<file path="config.mk">
export PLATFORM = sky130hd
export DESIGN_NAME = uart_cmd_ctrl_flat
export DESIGN_NICKNAME = d
export VERILOG_FILES = /design/src/rtl/uart_cmd_if.sv /design/src/rtl/uart_cmd_ctrl.sv /design/src/flat_wrapper.sv
export SDC_FILE = /design/constraint.sdc
export NUM_CORES = 1
export LEC_CHECK = 0
export ABC_AREA = 1
export CAP_MARGIN = 15
export CORE_AREA = 2 2 86 88
export CTS_BUF_LIST = sky130_fd_sc_hd__clkbuf_16
export CTS_CLUSTER_SIZE = 28
export DETAILED_ROUTE_END_ITERATION = 7
export DIE_AREA = 0 0 88 90
export HOLD_SLACK_MARGIN = 0.05
export PLACE_DENSITY_LB_ADDON = 0.08
export SKIP_CTS_REPAIR_TIMING = 1
export SLEW_MARGIN = 15
export SYNTH_ARGS = -nofsm -noshare
export SYNTH_HDL_FRONTEND = slang
export SYNTH_SLANG_ARGS = --single-unit
</file>
<file path="constraint.sdc">
create_clock -name clk -period 5.44 [get_ports clk]
set_input_delay 0.544 -clock clk [delete_from_list [all_inputs] [get_ports clk]]
set_output_delay 0.544 -clock clk [all_outputs]
set_load 0.05 [all_outputs]
</file>
<file path="src/rtl/uart_cmd_if.sv">
// Byte-in / control-out bundle between the UART receiver side and the counter command sequencer.
interface uart_cmd_if;
   logic [7:0]  rx_data;
   logic        rx_done;
   logic        run_en;
   logic        mode_up;
   logic        clr;
   logic        load;
   logic [13:0] set_val;
   logic        cmd_err;
   logic        busy;

   modport master (
      output rx_data, rx_done,
      input  run_en, mode_up, clr, load, set_val, cmd_err, busy
   );

   modport slave (
      input  rx_data, rx_done,
      output run_en, mode_up, clr, load, set_val, cmd_err, busy
   );
endinterface

</file>
<file path="src/rtl/uart_cmd_ctrl.sv">
// ASCII command sequencer: decodes R/M/C/S bytes from uart_rx into counter run, direction,
// clear and 4-digit decimal preload controls, with an inter-byte timeout inside a preload.
module uart_cmd_ctrl #(
   parameter int unsigned TIMEOUT_CYC = 100_000_000,
   parameter int unsigned MAX_VAL     = 9999
) (
   input logic       clk,
   input logic       rst,
   uart_cmd_if.slave bus
);

   localparam int unsigned TW = $clog2(TIMEOUT_CYC);
   localparam int unsigned VW = 14;
   localparam int unsigned DW = 3;

   localparam logic [7:0] CH_R     = 8'h72;
   localparam logic [7:0] CH_M     = 8'h6D;
   localparam logic [7:0] CH_C     = 8'h63;
   localparam logic [7:0] CH_S     = 8'h73;
   localparam logic [7:0] CH_CR    = 8'h0D;
   localparam logic [7:0] CH_LF    = 8'h0A;
   localparam logic [7:0] CH_SPACE = 8'h20;
   localparam logic [7:0] CH_ZERO  = 8'h30;
   localparam logic [7:0] CH_NINE  = 8'h39;

   typedef enum logic {IDLE, SET} state_t;

   state_t          state, state_nxt;
   logic            run_q, run_nxt;
   logic            mode_q, mode_nxt;
   logic            clr_q, clr_nxt;
   logic            load_q, load_nxt;
   logic            err_q, err_nxt;
   logic            busy_q, busy_nxt;
   logic [VW-1:0]   setval_q, setval_nxt;
   logic [VW-1:0]   acc_q, acc_nxt;
   logic [DW-1:0]   digits_q, digits_nxt;
   logic [TW-1:0]   timer_q, timer_nxt;

   logic [7:0]      lower_c;
   logic [7:0]      digit_c;
   logic            is_digit_c;
   logic            is_blank_c;
   logic [VW-1:0]   acc_new_c;

   // Byte classification; OR-ing bit 5 folds upper-case letters onto lower-case.
   always_comb begin
      lower_c    = bus.rx_data | 8'h20;
      digit_c    = bus.rx_data - CH_ZERO;
      is_digit_c = (bus.rx_data >= CH_ZERO) && (bus.rx_data <= CH_NINE);
      is_blank_c = (bus.rx_data == CH_CR) || (bus.rx_data == CH_LF) ||
                   (bus.rx_data == CH_SPACE);
      acc_new_c  = VW'(acc_q * VW'(10)) + VW'(digit_c);
   end

   always_ff @(posedge clk or posedge rst) begin
      if (rst) begin
         state    <= IDLE;
         run_q    <= 1'b0;
         mode_q   <= 1'b1;
         clr_q    <= 1'b0;
         load_q   <= 1'b0;
         err_q    <= 1'b0;
         busy_q   <= 1'b0;
         setval_q <= '0;
         acc_q    <= '0;
         digits_q <= '0;
         timer_q  <= '0;
      end else begin
         state    <= state_nxt;
         run_q    <= run_nxt;
         mode_q   <= mode_nxt;
         clr_q    <= clr_nxt;
         load_q   <= load_nxt;
         err_q    <= err_nxt;
         busy_q   <= busy_nxt;
         setval_q <= setval_nxt;
         acc_q    <= acc_nxt;
         digits_q <= digits_nxt;
         timer_q  <= timer_nxt;
      end
   end

   // Next-state and output decode; a byte always takes priority over the timeout.
   always_comb begin
      state_nxt  = state;
      run_nxt    = run_q;
      mode_nxt   = mode_q;
      clr_nxt    = 1'b0;
      load_nxt   = 1'b0;
      err_nxt    = 1'b0;
      setval_nxt = setval_q;
      acc_nxt    = acc_q;
      digits_nxt = digits_q;
      timer_nxt  = timer_q;

      unique case (state)
         IDLE: begin
            timer_nxt = '0;
            if (bus.rx_done) begin
               case (lower_c)
                  CH_R: run_nxt = !run_q;
                  CH_M: mode_nxt = !mode_q;
                  CH_C: clr_nxt = 1'b1;
                  CH_S: begin
                     state_nxt  = SET;
                     acc_nxt    = '0;
                     digits_nxt = '0;
                  end
                  default: err_nxt = !is_blank_c;
               endcase
            end
         end
         SET: begin
            timer_nxt = timer_q + TW'(1);
            if (bus.rx_done) begin
               timer_nxt = '0;
               if (is_digit_c) begin
                  acc_nxt    = acc_new_c;
                  digits_nxt = digits_q + DW'(1);
                  if (digits_q == DW'(3)) begin
                     state_nxt = IDLE;
                     if (acc_new_c <= VW'(MAX_VAL)) begin
                        setval_nxt = acc_new_c;
                        load_nxt   = 1'b1;
                     end else begin
                        err_nxt = 1'b1;
                     end
                  end
               end else if (bus.rx_data != CH_SPACE) begin
                  err_nxt   = 1'b1;
                  state_nxt = IDLE;
               end
            end else if (timer_q == TW'(TIMEOUT_CYC - 2)) begin
               // Terminal count: the registered pulse lands as the timer reaches TIMEOUT_CYC-1.
               err_nxt   = 1'b1;
               state_nxt = IDLE;
            end
         end
         default: state_nxt = IDLE;
      endcase

      busy_nxt = (state_nxt == SET);
   end

   assign bus.run_en  = run_q;
   assign bus.mode_up = mode_q;
   assign bus.clr     = clr_q;
   assign bus.load    = load_q;
   assign bus.set_val = setval_q;
   assign bus.cmd_err = err_q;
   assign bus.busy    = busy_q;

endmodule
</file>
<file path="src/flat_wrapper.sv">
// flat-port wrapper written by rule: the top's interface ports become plain ports
module uart_cmd_ctrl_flat 
#(
   parameter int unsigned TIMEOUT_CYC = 100_000_000,
   parameter int unsigned MAX_VAL     = 9999
)
  (clk, rst, bus_rx_data, bus_rx_done, bus_run_en, bus_mode_up, bus_clr, bus_load, bus_set_val, bus_cmd_err, bus_busy);
  uart_cmd_if bus_i ();
  input logic clk;
  input logic rst;
  input wire logic [$bits(bus_i.rx_data)-1:0] bus_rx_data;
  input wire logic [$bits(bus_i.rx_done)-1:0] bus_rx_done;
  output wire logic [$bits(bus_i.run_en)-1:0] bus_run_en;
  output wire logic [$bits(bus_i.mode_up)-1:0] bus_mode_up;
  output wire logic [$bits(bus_i.clr)-1:0] bus_clr;
  output wire logic [$bits(bus_i.load)-1:0] bus_load;
  output wire logic [$bits(bus_i.set_val)-1:0] bus_set_val;
  output wire logic [$bits(bus_i.cmd_err)-1:0] bus_cmd_err;
  output wire logic [$bits(bus_i.busy)-1:0] bus_busy;
  assign bus_i.rx_data = bus_rx_data;
  assign bus_i.rx_done = bus_rx_done;
  assign bus_run_en = bus_i.run_en;
  assign bus_mode_up = bus_i.mode_up;
  assign bus_clr = bus_i.clr;
  assign bus_load = bus_i.load;
  assign bus_set_val = bus_i.set_val;
  assign bus_cmd_err = bus_i.cmd_err;
  assign bus_busy = bus_i.busy;
  uart_cmd_ctrl #(.TIMEOUT_CYC(TIMEOUT_CYC), .MAX_VAL(MAX_VAL)) u_core (.clk(clk), .rst(rst), .bus(bus_i));
endmodule
</file>
==> results by group <==
Synthesis
  • Portion of synthesized cell area occupied by the leading cell type: 0.356
  • Synth area leader: dfrtp_1
  • Proportion of synthesized chip area in sequential cells: 0.362
  • Syn Area/Cell: around 7.4 sq um
  • Post-Syn Nets: 632
  • Number of synthesis warnings: 0
  • Mapped cell area: between 4000 and 5000 sq um
  • Number of synthesized register bits: 63
  • Largest cells by area after synthesis: dfrtp_1 (36%), nand2_1 (12%), ha_1 (9.5%)
  • Cells after Synth: 586
  • Count of unique library cells instantiated by Yosys: 34

Worst setup path
  • Data arrival time at the worst-slack endpoint: 3750 ps
  • Highest-delay cell along the critical path: dfrtp_1
  • Cell repeated most along the worst path: nand2_1
  • Start-to-end type of the worst setup path: flip-flop to flip-flop
  • Endpoint class of the critical path: flip-flop
  • Kind of launch point of the worst setup path: flip-flop
  • Cell-by-cell trace of the critical path: ha_1, ha_1, fa_1, xor2_1, ha_1, nand2_1, nor2_1, nand2_1, nand3_1, nand2_1, nand2_1, nand2_2, nor2_4, nand2_1, nand2_2, nand3_2, nand2_4, nand2_4, nand2_1, nand2_1
  • Crit path largest cell delay: between 400 and 500 ps
  • Maximum fanout along the worst path: 16
  • Req. time, crit path: ~5700 ps

Route
  • Drt first-iter violations: about 210
  • First-pass detailed-route iteration total: 4
  • Post-DR vias/cell: approximately 5.3
  • DR WL/cell: about 14 microns
  • Total detailed-routing wirelength: 10200 microns
  • DRC errors left: 0
  • Post-detailed-route count of antenna-violating nets: 0
  • Vias: 3855

STA
  • Worst relative slew slack: 0.284
  • Worst Tran Pin Value: about 1100 ps
  • Ratio of final minimum period to clock period: 0.650
  • Final critical delay including setup and external delays: 3540 ps
  • Setup tns final: 0 ps
  • Final count of negative-setup-slack endpoints: 0
  • Setup repair after global routing missed its margin: no
  • Fmax: 0.283 GHz
  • Setup ws final: 1900 ps
  • Hold Violations, Final: 0
  • Max-slew violation count: 0
  • Worst Skew: 5.69 ps

Power
  • Portion of total power attributed to the clock network: 0.542
  • IR drop worst, VDD: between 150 and 200 uV
  • Areal power density over the cells: roughly 240 nW/um^2
  • Register share of total power: 0.389
  • Power, Total: 1.23 mW
  • Internal power: between 0.9 and 1 mW
  • Switch Pwr: ~0.28 mW
  • Leakage power summed over all cells: approximately 2.7 nW
  • Net switching fraction of the power: 0.225
  • Comb power frac: 0.069

Finish
  • Count of placed standard cells in the final layout, fillers left out: 726
  • Number of inserted filler cells in the final layout: 577
  • Final core area utilization: 0.726
  • Most common cell after layout, fill and taps aside: nand2_1
  • Fraction of layout cells with a size suffix above 1: 0.0957
  • Growth of design area from synthesis to finish: 16.9%
  • Diodes inserted: 0
  • Final-stage net count: 668
  • Top library cells by usage in the layout, fill and taps aside: nand2_1 (141), inv_1 (88), dfrtp_1 (62), nor2_1 (48), nand3_1 (46)

Job
  • Number of max-cap violations: 0

Clock tree
  • Library cell used as clock root buffer: clkbuf_16
  • Number of levels the H-tree was split into: 3
  • Number of CTS-inserted buffers: 9
  • CTS sink count: 63
  • Clock transition at path regs: 60 ps
  • CTS tree: yes
  • Clk_lat worst skew: 330 ps
  • Buffer levels on the longest clock path: 2

GRT
  • First-pass GRT wire length: 18100 microns
  • Number of antenna violations at the first check in global routing: 0
  • Number of global-route vias before repair: 3978
  • GRT Residual Overflow: 0
  • Pin count of the biggest net entering global routing: 64
  • Global-route total usage across every layer: 0.287

Floorplanning
  • Site row count: 31
  • Initial core utilization: 0.621
  • DIE AREA: slightly below 8000 sq um
  • I/O Pins: 31
  • Die extent in x: 88 microns
  • Placeable core area: 7020 sq um
  • Chip Height: 90 microns

Placement
  • Half-perimeter wire length after detailed placement: 7750 microns
  • Number of buffer cells added on primary ports: 30
  • Final weighted congestion in routability-driven placement: 0.894
  • Minimum setup slack after placement: 1920 ps
  • Dpl cells: between 700 and 800

Worst hold path
  • Min-Delay Path Class: flip-flop to flip-flop

Outcome
  • Status: completed
[through the flow]
| stage | hold WS (ps) | area, sq um |
|---|---|---|
| global route | 510 | 5100 |
| global placement | 454 | 4750 |
| floorplan | 434 | 4360 |
| detailed placement | 459 | 4750 |
| finish | 461 | 5100 |
| CTS | 468 | 5100 |
[worst max-delay path: cells and delay by family, from the launching register on]
| kind | cells | cell delay (ps) |
|---|---|---|
| AND/OR/NAND/NOR | 15 | 1500 |
| adder cells (fa/ha/maj) | 4 | 1340 |
| flip-flops | 1 | 420 |
| XOR/XNOR | 1 | 160 |
[cell usage after synthesis]
cell type  instances
a22o_1             4
o31ai_1            1
nand2_1          141
a211oi_1           1
buf_6              2
xnor2_1            2
nand2_4            6
nor2_1            48
o21ai_1            2
a21oi_2            1
nand2_2           24
inv_1             89
dfstp_2            1
nand3_1           46
and3_1             1
inv_2              1
clkbuf_1           2
a21oi_1           23
o211ai_1           2
nor3_1            21
nand3_2            3
nor2_8             1
o22ai_1            1
ha_1              33
fa_1               2
buf_2              2
xor2_1             9
nand4_1           17
nand3b_1           3
o21ai_0           21
nor4_1             9
nor2_4             2
nor2_2             3
dfrtp_1           62
[path summary, 6_finish.rpt]
kind                                     from  depth (start not counted)                endpoint  slack (ps)
max in group asynchronous                 rst                          3         u_core.acc_q[0]        4140
min in group asynchronous                 rst                          3  u_core.bus.set_val[12]         770
hold reg to reg            u_core.timer_q[26]                          1      u_core.timer_q[26]         460
setup reg to reg              u_core.acc_q[1]                         20   u_core.bus.set_val[5]        1900
hold / removal             u_core.timer_q[26]                          1      u_core.timer_q[26]         460
setup / recovery              u_core.acc_q[1]                         20   u_core.bus.set_val[5]        1900
[kinds of logic after synthesis]
| group | after synthesis | synth area share |
|---|---|---|
| DFF | 63 | 0.362 |
| xor gates and xnor gates | 11 | 0.0221 |
| buffers and inverters | 96 | 0.0867 |
| and+or+nand+nor | 325 | 0.354 |
| adders and majority gates | 35 | 0.104 |
| AOI/OAI and AO/OA | 56 | 0.0712 |
[area by class of cell]
| type | instances | area [sq um] | area share |
|---|---|---|---|
| Sequential cell | 63 | 1580 | 0.310 |
| Timing Repair Buffer | 31 | 308 | 0.0604 |
| Clock buffer | 9 | 225 | 0.0442 |
| Tap cell | 99 | 124 | 0.0243 |
| Clock inverter | 7 | 120 | 0.0236 |
| Inverter | 90 | 338 | 0.0663 |
| Multi-Input combinational cell | 427 | 2400 | 0.472 |
[power groups by stage]
stage               Clock (mW)  Sequential, mW  Combinational (mW)
finish                   0.665           0.477              0.0844
global route             0.695           0.477              0.0942
CTS                      0.668           0.477              0.0853
detailed placement           0           0.485              0.0848
global placement             0           0.485              0.0837
floorplan                    0           0.496              0.0435
[routing by layer]
layer / vias to the layer above / GRT usage / wire length (microns) / share of wire
met5: - / 0 / 0 / 0
met4: 0 / 0.112 / 256 / 0.025
met3: 24 / 0.0533 / 324 / 0.032
met2: 58 / 0.470 / 5010 / 0.49
met1: 1791 / 0.373 / 4590 / 0.45
li1: 1982 / - / - / -
[state kept, by name, indices dropped and copies added, names as in the netlist]
register,flops
u_core.bus.set_val,14
u_core.timer_q,27
u_core.state,1
u_core.bus.load,1
u_core.bus.clr,1
u_core.bus.cmd_err,1
u_core.acc_q,13
u_core.bus.mode_up,1
u_core.bus.run_en,1
u_core.digits_q,3
Note: power is estimated with default switching activity, not from simulation.
